==> src/rtl/uart_tx_pkg.sv <==
// uart_tx_pkg: shared types and constants for the UART transmit frame path.
// Holds the frame FSM state encoding, parity type codes and the idle line level.
package uart_tx_pkg;

    typedef enum logic [2:0] {
        IDLE,
        START,
        DATA,
        PARITY,
        STOP
    } tx_state_e;

    localparam logic PAR_EVEN   = 1'b0;
    localparam logic PAR_ODD    = 1'b1;
    localparam logic IDLE_LEVEL = 1'b1;

endpackage

==> src/rtl/uart_tx_parity.sv <==
// uart_tx_parity: parity bit for one data word.
// Ports: data (word), par_typ (0 even / 1 odd) -> par_bit (bit to transmit).
module uart_tx_parity
    import uart_tx_pkg::*;
#(
    parameter int DATA_WIDTH = 8
) (
    input  logic [DATA_WIDTH-1:0] data,
    input  logic                  par_typ,
    output logic                  par_bit
);

    // Odd parity inverts the even-parity bit.
    assign par_bit = (^data) ^ (par_typ == PAR_ODD);

endmodule

==> src/rtl/uart_tx_ctrl.sv <==
// uart_tx_ctrl: UART transmit frame controller driving an external serializer.
// Ports: CLK/RST, Data_Valid, P_DATA, PAR_EN, PAR_TYP, ser_done, ser_data in;
//        ser_load, ser_en, busy, TX_OUT, frame_err out.
module uart_tx_ctrl
    import uart_tx_pkg::*;
#(
    parameter int DATA_WIDTH = 8,
    parameter int STOP_BITS  = 1
) (
    input  logic                  CLK,
    input  logic                  RST,
    input  logic                  Data_Valid,
    input  logic [DATA_WIDTH-1:0] P_DATA,
    input  logic                  PAR_EN,
    input  logic                  PAR_TYP,
    input  logic                  ser_done,
    input  logic                  ser_data,
    output logic                  ser_load,
    output logic                  ser_en,
    output logic                  busy,
    output logic                  TX_OUT,
    output logic                  frame_err
);

    localparam int CW = (DATA_WIDTH > 1) ? $clog2(DATA_WIDTH) : 1;
    localparam logic [CW-1:0] LAST_BIT = CW'(DATA_WIDTH - 1);
    localparam logic STOP_LAST = 1'(STOP_BITS - 1);

    tx_state_e state_q;
    tx_state_e state_d;

    logic [CW-1:0] bit_cnt_q;
    logic          stop_cnt_q;
    logic          par_en_q;
    logic          par_bit_q;
    logic          par_bit_c;
    logic          line_bit;
    logic          timeout;
    logic          accept;

    uart_tx_parity #(
        .DATA_WIDTH(DATA_WIDTH)
    ) u_parity (
        .data    (P_DATA),
        .par_typ (PAR_TYP),
        .par_bit (par_bit_c)
    );

    // RST gates the strobe so nothing reaches the serializer during reset.
    assign accept   = Data_Valid & (state_q == IDLE) & RST;
    assign ser_load = accept;
    assign timeout  = (bit_cnt_q == LAST_BIT);

    always_ff @(posedge CLK or negedge RST) begin
        if (!RST) begin
            state_q <= IDLE;
        end else begin
            state_q <= state_d;
        end
    end

    always_comb begin
        state_d = state_q;
        unique case (state_q)
            IDLE: begin
                if (accept) state_d = START;
            end
            START: begin
                state_d = DATA;
            end
            DATA: begin
                if (ser_done | timeout) begin
                    state_d = par_en_q ? PARITY : STOP;
                end
            end
            PARITY: begin
                state_d = STOP;
            end
            STOP: begin
                if (stop_cnt_q == STOP_LAST) state_d = IDLE;
            end
            default: begin
                state_d = IDLE;
            end
        endcase
    end

    always_comb begin
        line_bit = IDLE_LEVEL;
        ser_en   = 1'b0;
        unique case (state_q)
            START: begin
                line_bit = 1'b0;
                ser_en   = 1'b1;
            end
            DATA: begin
                line_bit = ser_data;
                // Stop shifting once the last bit is out, by flag or count.
                ser_en   = ~ser_done & ~timeout;
            end
            PARITY: begin
                line_bit = par_bit_q;
            end
            default: begin
                line_bit = IDLE_LEVEL;
            end
        endcase
    end

    always_ff @(posedge CLK or negedge RST) begin
        if (!RST) begin
            bit_cnt_q  <= '0;
            stop_cnt_q <= 1'b0;
            par_en_q   <= 1'b0;
            par_bit_q  <= 1'b0;
            TX_OUT     <= IDLE_LEVEL;
            busy       <= 1'b0;
            frame_err  <= 1'b0;
        end else begin
            if (state_q == START) begin
                bit_cnt_q <= '0;
            end else if (state_q == DATA) begin
                bit_cnt_q <= bit_cnt_q + CW'(1);
            end

            if (state_q == STOP) begin
                stop_cnt_q <= stop_cnt_q + 1'b1;
            end else begin
                stop_cnt_q <= 1'b0;
            end

            if (accept) begin
                par_en_q  <= PAR_EN;
                par_bit_q <= par_bit_c;
            end

            TX_OUT    <= line_bit;
            busy      <= (state_d != IDLE);
            // Count ran out before the serializer flagged its last bit.
            frame_err <= (state_q == DATA) & timeout & ~ser_done;
        end
    end

endmodule

==> config.mk <==
export PLATFORM = sky130hd
export DESIGN_NAME = uart_tx_ctrl
export DESIGN_NICKNAME = d
export VERILOG_FILES = /design/src/rtl/uart_tx_pkg.sv /design/src/rtl/uart_tx_parity.sv /design/src/rtl/uart_tx_ctrl.sv
export SDC_FILE = /design/constraint.sdc
export NUM_CORES = 1
export LEC_CHECK = 0
export ABC_CLOCK_PERIOD_IN_PS = 3100
export CAP_MARGIN = 20
export CORE_MARGIN = 1
export CORE_UTILIZATION = 40
export CTS_CLUSTER_DIAMETER = 50
export CTS_CLUSTER_SIZE = 25
export DETAILED_ROUTE_END_ITERATION = 10
export PLACE_DENSITY_LB_ADDON = 0.08
export SYNTH_ARGS = -nofsm -noshare
export SYNTH_HDL_FRONTEND = slang
export SYNTH_HIERARCHICAL = 1
export SYNTH_SLANG_ARGS = --single-unit
export TNS_END_PERCENT = 20
==> constraint.sdc <==
create_clock -name CLK -period 3.1 [get_ports CLK]
set_input_delay 0.93 -clock CLK [delete_from_list [all_inputs] [get_ports CLK]]
set_output_delay 0.93 -clock CLK [all_outputs]
set_load 0.05 [all_outputs]
==> flow_results.org, run 1 <==
** Global routing
- Tot GR Track Use :: 0.174
- The total overflow left after global routing is 0.
- The via count of the first global-routing pass is 504.
- For this run, global-route usage on met1 was measured as 0.214.
- In the global route stage, met3 resource usage came out at 0.0809.
- The layer flagged by global routing as most heavily used is met2.
- The initial antenna violation count is 0.
- For met2 alone, demand over resource in global routing was 0.261.
- Maximum number of pins on one net before global-route repair :: 13
- First-pass GRT wire length :: 2.28 mm

** Power
- Internal power comes to 0.449 mW.
- Total power :: 0.748 mW
- Of the total power, the share spent switching nets is 0.400.
- Flop pwr share :: 0.375
- Maximum VDD drop :: 0.000462 V
- Cell area power density :: 815 mW/mm²
- The analysis attributes to net switching a power of 0.299 mW.
- Of the total power, combinational logic draws 0.496.
- Leakage Power :: 0.413 nW
- Clock network power share :: 0.129

** Yosys
- Synthesis inferred 12 register bits.
- Ranking of synthesized cells by area :: sky130_fd_sc_hd__dfrtp_1, sky130_fd_sc_hd__xnor2_1, sky130_fd_sc_hd__mux2_4
- FFs w/ async S/R, synth :: 1.00
- Among all flip-flop cells after synthesis, the most frequent one is sky130_fd_sc_hd__dfrtp_1.
- Syn_area_per_cell :: 11.1 µm²
- Of the post-synthesis cell area, the dominant cell type holds 0.415.
- In this run the cell area of the synthesized design comes to 663 µm².
- Most numerous cell types in the synthesized netlist :: sky130_fd_sc_hd__dfrtp_1, sky130_fd_sc_hd__nor2_1, sky130_fd_sc_hd__a21oi_1, sky130_fd_sc_hd__xnor2_1, sky130_fd_sc_hd__o2bb2ai_1
- The share of the Yosys chip area taken by registers is 0.455.
- Count of yosys warnings during synthesis :: 6
- Yosys instantiated no cell more often than sky130_fd_sc_hd__dfrtp_1.
- Synth Net Count :: 77
- Number of synthesized flops with an enable pin :: 0
- Count of distinct cell types in the synthesized netlist :: 28
- Cell type with the highest aggregate area in the netlist :: sky130_fd_sc_hd__dfrtp_1
- Synthesis produced 60 cells.

** Layout
- Leaving out filler cells and counting taps, the final layout contains 98.
- Post-route standard cell area excluding fillers :: 917 µm²
- Fraction of final layout cells sized beyond drive strength 1 :: 0.159
- Measured on the finished design, the core utilization comes to 0.602.
- Number of antenna cells inserted :: 0
- The area growth from synthesis to layout is 38.3%.
- The final layout contains 100 nets.

** Routing
- Summing over every cut layer, the via total after detailed routing is 521.
- DRT iter0 DRCs :: 10
- DRC violation count after routing :: 0
- DRT antenna net count :: 0
- Number of iterations in the first detailed-routing pass :: 4
- In the final routed layout, each cell accounts on average for 13.1 µm.
- Mean number of vias per cell :: 5.32
- The routed design has 1.29 mm of wire.

** Placed design
- Port buffering added 19 buffers.
- The congestion estimate from routability-driven global placement came to 0.700.
- Post-DP Area :: 891 µm²
- Post-placement worst setup slack :: 0.245 ns
- Detailed placement ended at an HPWL of 1.01 mm.
- In this run, placement finished with an instance count of 94.

** Floorplanning
- Pin placement for this block handled 20 I/O pins.
- The initial utilization of the core area, before any placement, comes to 0.435.
- The die is 42.7 µm wide.
- The initialized floorplan defines 14 standard-cell rows.
- Core area :: 0.00152 mm²
- The floorplan step set the die height to 42.7 µm.
- The die covers 0.00182 mm².

** Setup path
- Worst setup startpoint :: ser_done
- Required time at the endpoint of the critical path :: 2.17 ns
- STA classifies the critical path endpoint as a primary output.
- Startpoint of the worst register-to-register path :: state_q[0]$_DFF_PN0_
- Kind of critical path :: in2out
- Of all nets on the critical path, the largest fanout is 4.
- STA classifies the critical path startpoint as an input port.
- Arrival time of the worst setup path :: 1.93 ns

** Timing
- Final hold violation count :: 0
- Setup violations remaining at the end of the flow were counted as 0.
- Once routing completed, OpenROAD measured the worst setup slack at 0.235 ns.
- For the final database, setup skew stands at 0.00242 ns.
- Hold is met by 0.424 ns.
- The max-slew violation count is 0.
- Tcrit/Tclk final :: 0.924
- Top achievable clock speed :: 349 MHz
- For the pin with the worst max-slew slack, the measured transition is 0.491 ns.
- Max-slew headroom at the worst pin :: 0.672
- Unrepaired setup endpoints after global routing :: false
- Setup TNS after final layout :: 0 ns
- Min cycle time layout :: 2.86 ns

** Clock tree
- Postcts setup bufs :: 0
- Clock-pin slew was measured on the worst setup and hold paths at 0.07 ns.
- CTS-repair resized insts :: 0
- Root buffer selected by CTS :: sky130_fd_sc_hd__clkbuf_4
- Number of clock sinks :: 12
- Clock latency on the worst-skew pair, taken at its later pin, is 0.27 ns.
- Clock tree from TritonCTS :: done
- TritonCTS Buffers :: 3
- In this run the number of H-tree levels came out at 1.
- Count of hold buffers inserted by post-cts repair :: 0
- Clk buf depth :: 2

** Min path
- The tightest min-delay check is of the reg2reg type.
- Hold wc startpoint :: stop_cnt_q$_DFF_PN0_

** Outcome
- The run finished with clean final reports.

** Run
- Across the run, the number of max-cap violations was 0.
sequential cells by signal, summed over array words and instances (netlist names):
name / flops
bit_cnt_q: 3
state_q: 3
TX_OUT: 1
busy: 1
frame_err: 1
par_bit_q: 1
par_en_q: 1
stop_cnt_q: 1
cells in the final DEF (no fill, tap or decap):
| cell | instances |
|---|---|
| sky130_fd_sc_hd__nor3_1 | 1 |
| sky130_fd_sc_hd__nand3_1 | 2 |
| sky130_fd_sc_hd__nand2_1 | 2 |
| sky130_fd_sc_hd__o2bb2ai_1 | 3 |
| sky130_fd_sc_hd__o21bai_1 | 2 |
| sky130_fd_sc_hd__buf_4 | 1 |
| sky130_fd_sc_hd__nor2_4 | 1 |
| sky130_fd_sc_hd__ha_1 | 2 |
| sky130_fd_sc_hd__xnor3_1 | 1 |
| sky130_fd_sc_hd__o31ai_1 | 1 |
| sky130_fd_sc_hd__a211o_1 | 1 |
| sky130_fd_sc_hd__buf_12 | 2 |
| sky130_fd_sc_hd__mux2_4 | 2 |
| sky130_fd_sc_hd__clkdlybuf4s50_1 | 17 |
| sky130_fd_sc_hd__clkbuf_4 | 3 |
| sky130_fd_sc_hd__nand4b_2 | 1 |
| sky130_fd_sc_hd__or2_1 | 1 |
| sky130_fd_sc_hd__clkbuf_1 | 1 |
| sky130_fd_sc_hd__inv_1 | 2 |
| sky130_fd_sc_hd__nor2_1 | 6 |
| sky130_fd_sc_hd__nor2b_1 | 2 |
| sky130_fd_sc_hd__a21oi_1 | 4 |
| sky130_fd_sc_hd__nor4b_1 | 1 |
| sky130_fd_sc_hd__o21ai_0 | 1 |
| sky130_fd_sc_hd__inv_2 | 1 |
| sky130_fd_sc_hd__nand2b_1 | 1 |
| sky130_fd_sc_hd__a22oi_1 | 2 |
| sky130_fd_sc_hd__dfstp_2 | 1 |
| sky130_fd_sc_hd__dfrtp_1 | 11 |
| sky130_fd_sc_hd__xor2_1 | 1 |
| sky130_fd_sc_hd__xnor2_1 | 4 |
| sky130_fd_sc_hd__xnor2_2 | 1 |
power groups by stage:
stage / logic, mW / registers [mW] / clock network (mW)
floorplan: 0.230 / 0.301 / 0
global placement: 0.369 / 0.282 / 0
detailed placement: 0.375 / 0.283 / 0
CTS: 0.375 / 0.280 / 0.104
global route: 0.402 / 0.289 / 0.110
finish: 0.371 / 0.280 / 0.0965
cell families (layout without fill, tap and decap cells):
family,Yosys count,in the layout,share of synthesized area
muxes,2,2,0.0453
adders and majority gates,2,2,0.0377
DFF,12,12,0.455
buffers and inverters,5,27,0.0321
AOI/OAI and AO/OA,14,14,0.147
and+or+nand+nor,18,18,0.158
xor gates and xnor gates,7,7,0.125
path summary, 6_finish.rpt:
check | cells after the start | slack [ns] | endpoint
max | 5 | 0.24 | ser_en
min | 1 | 0.42 | stop_cnt_q$_DFF_PN0_
max reg2reg | 4 | 1.73 | par_en_q$_DFFE_PN0P_
min reg2reg | 1 | 0.42 | stop_cnt_q$_DFF_PN0_
max in group asynchronous | 2 | 1.84 | TX_OUT$_DFF_PN1_
min in group asynchronous | 2 | 1.03 | par_en_q$_DFFE_PN0P_
routing by layer:
| layer | routed length [µm] | vias to the layer above |
|---|---|---|
| li1 | - | 255 |
| met1 | 582 | 246 |
| met2 | 613 | 18 |
| met3 | 82 | 2 |
| met4 | 10 | 0 |
| met5 | 0 | - |
critical path, cell delays in order:
cell,delay [ns]
sky130_fd_sc_hd__clkdlybuf4s50_1,0.47
sky130_fd_sc_hd__nor2_1,0.12
sky130_fd_sc_hd__a21oi_1,0.07
sky130_fd_sc_hd__nor2_1,0.17
sky130_fd_sc_hd__buf_12,0.17
layout make-up:
| class | count | area [µm²] |
|---|---|---|
| fillers | 133 | 607 |
| multi-input cells | 43 | 340 |
| flip-flops and latches | 12 | 302 |
| repair buffers | 20 | 218 |
| clock buffers | 4 | 26.3 |
| well taps | 16 | 20.0 |
| inverters | 3 | 11.3 |
Power figures use the tool's default switching activity.
==> run 2: changes to the inputs <==
Settings changed: PLACE_DENSITY from default to 0.7, PLACE_DENSITY_LB_ADDON 0.08 to default.
==> run 2 against run 1 <==
Sequential cell count unchanged. Total power is 3.7% higher. Register-to-register slack worse by 0.03 ns. Count of clock-buffer cells in the layout stayed put. Critical path type unchanged. Clock power increased by 33%.
==> flow_results.org, run 2 (synthesis results as in run 1) <==
** Clock tree
- Postcts setup bufs :: 0 (unchanged)
- The total of hold buffers inserted after clock tree synthesis was 0 (unchanged).
- Clk buf depth :: 2 (unchanged)
- The clock transition at the register clock pins on the worst setup and hold paths after CTS is 0.08 ns (about the same).
- CTS placed an instance of sky130_fd_sc_hd__clkbuf_4 at the clock tree root.
- TritonCTS Buffers :: 3 (unchanged)
- The CTS sink count came to 12 (unchanged).
- TritonCTS built the clock tree.
- H-Tree Level Count :: 1 (unchanged)
- Later-pin clock latency in the skew report :: 0.28 ns (about the same)
- The count of instances resized after the clock tree is built came to 0 (unchanged).

** Global routing
- The wire length of the first global-routing pass came to 2.26 mm (-1.2%).
- Tot GR Track Use :: 0.170 (-0.00388)
- The overall overflow remaining after global route is 0 (unchanged).
- Maximum number of pins on one net before global-route repair :: 13 (unchanged)
- The initial antenna violation count came to 0 (unchanged).
- The via count of the first global-routing pass was 505 (+0.20%).

** Timing
- Post-layout worst setup margin :: 0.235 ns (-0.000443 ns)
- Top achievable clock speed :: 349 MHz (about the same)
- Min cycle time layout :: 2.87 ns (+0.000443 ns)
- Tcrit/Tclk final :: 0.924 (about the same)
- Final max-slew violation count :: 0 (unchanged)
- Tightest Pin Transition :: 0.505 ns (+0.0143 ns)
- The setup-violating endpoint count in the final report was 0 (unchanged).
- The worst clock skew was 0.000741 ns (-0.00168 ns).
- The setup TNS came to 0 ns (unchanged).
- The hold violation count in the final report is 0 (unchanged).
- Max-slew headroom at the worst pin :: 0.662 (-0.00953)
- Setup repair after global routing left no endpoint under its margin.
- Smallest hold slack :: 0.428 ns (+0.00300 ns)

** Layout
- The register area came to 302 µm² (unchanged).
- Final-layout fill cell count :: 123 (-7.5%)
- Net count of the finished layout :: 100 (unchanged)
- Multi-input gate area :: 340 µm² (unchanged)
- The fraction of layout instances using a drive strength above 1 was 0.171 (+0.0122).
- The diode insertion count for antenna repair came to 0 (unchanged).
- Leading registers by flop count :: bit_cnt_q x3, state_q x3
- The design area came to 927 µm² (+1.1%).
- Most common cell after layout, fill and taps aside :: sky130_fd_sc_hd__clkdlybuf4s50_1
- Relative to the synthesized area, the layout overhead comes to 39.8%.
- Commonest cells after routing, fill and taps aside :: sky130_fd_sc_hd__clkdlybuf4s50_1, sky130_fd_sc_hd__dfrtp_1, sky130_fd_sc_hd__nor2_1, sky130_fd_sc_hd__a21oi_1, sky130_fd_sc_hd__xnor2_1
- Final core occ :: 0.608 (+0.00657)
- Non-filler cells, final :: 98 (unchanged)

** Floorplanning
- Die Y :: 42.7 µm (unchanged)
- The standard-cell row count came to 14 (unchanged).
- Area of the die :: 0.00182 mm² (unchanged)
- Effective utilization at floorplan :: 0.435 (unchanged)
- The I/O pin count is 20 (unchanged).
- Core area :: 0.00152 mm² (unchanged)
- Die Span X :: 42.7 µm (unchanged)

** Setup path
- Endpoint class of the critical path :: primary output
- Type of element launching the critical path :: input port
- Arrival time of the worst setup path :: 1.94 ns (about the same)
- Kind of critical path :: in2out
- The critical path required time was 2.17 ns (about the same).
- Maximum fanout encountered on the critical timing path :: 4 (unchanged)

** Routing
- The remaining number of nets flagged by the antenna check after routing came to 0 (unchanged).
- The total length of routed wires was 1.19 mm (-7.8%).
- Number of vias in the routed layout :: 532 (+2.1%)
- The remaining design rule violation count was 0 (unchanged).
- The number of DRC markers after the initial detailed-route iteration was 15 (+5).
- Number of iterations in the first detailed-routing pass :: 4 (unchanged)
- Mean number of vias per cell :: 5.43 (+2.1%)
- The per-cell routed wire length came to 12.1 µm (-7.8%).

** Power
- The worst ir drop on vdd is 0.000360 V (-22%).
- Leakage Power :: 0.419 nW (+1.5%)
- The power density normalized to cell area was 837 mW/mm² (+2.6%).
- Total power :: 0.776 mW (+3.7%)

** Placed design
- The area after detailed placement came to 891 µm² (unchanged).
- The pre-CTS setup slack was 0.233 ns (-0.0126 ns).
- Number of buffer cells added on primary ports :: 19 (unchanged)
- The sum of net half-perimeters after detailed placement is 926 µm (-8.2%).
- Gpl congestion :: 0.712 (+1.8%)
- The number of placed instances, taps included was 94 (unchanged).

** Run
- Number of max-cap violations :: 0 (unchanged)

** Min path
- HP Class :: reg2reg

** Outcome
- Result of the run :: finished, final reports clean
## run 2: worst max-delay path, stage by stage
cell,delay (ns)
sky130_fd_sc_hd__clkdlybuf4s50_1,0.46
sky130_fd_sc_hd__nor2_1,0.12
sky130_fd_sc_hd__a21oi_1,0.07
sky130_fd_sc_hd__nor2_1,0.18
sky130_fd_sc_hd__buf_12,0.17
## run 2: worst paths after layout
path / startpoint / to / slack, ns / depth (start not counted)
max: ser_done / ser_en / 0.23 / 5
min: stop_cnt_q$_DFF_PN0_ / stop_cnt_q$_DFF_PN0_ / 0.43 / 1
max reg2reg: state_q[0]$_DFF_PN0_ / par_bit_q$_DFFE_PN0P_ / 1.70 / 4
min reg2reg: stop_cnt_q$_DFF_PN0_ / stop_cnt_q$_DFF_PN0_ / 0.43 / 1
max in group asynchronous: RST / TX_OUT$_DFF_PN1_ / 1.82 / 2
min in group asynchronous: RST / frame_err$_DFF_PN0_ / 1.06 / 2
## run 2: final cells by class
class / instances / area share
inverters: 3 / 0.0121
repair buffers: 20 / 0.235
multi-input cells: 43 / 0.367
flip-flops and latches: 12 / 0.325
clock buffers: 4 / 0.0391
well taps: 16 / 0.0216
## run 2: metal layers
metal	GRT usage	wire length [µm]	part of all wire	vias to the layer above
met5	0	0	0	-
met4	0.0938	35	0.029	0
li1	-	-	-	256
met1	0.232	528	0.44	258
met3	0.0511	48	0.040	5
met2	0.239	576	0.48	13
## run 2: power breakdown
group,switching (mW),internal (mW)
clock network,0.0562,0.0715
registers,0.0613,0.219
logic,0.188,0.180
total,0.305,0.470
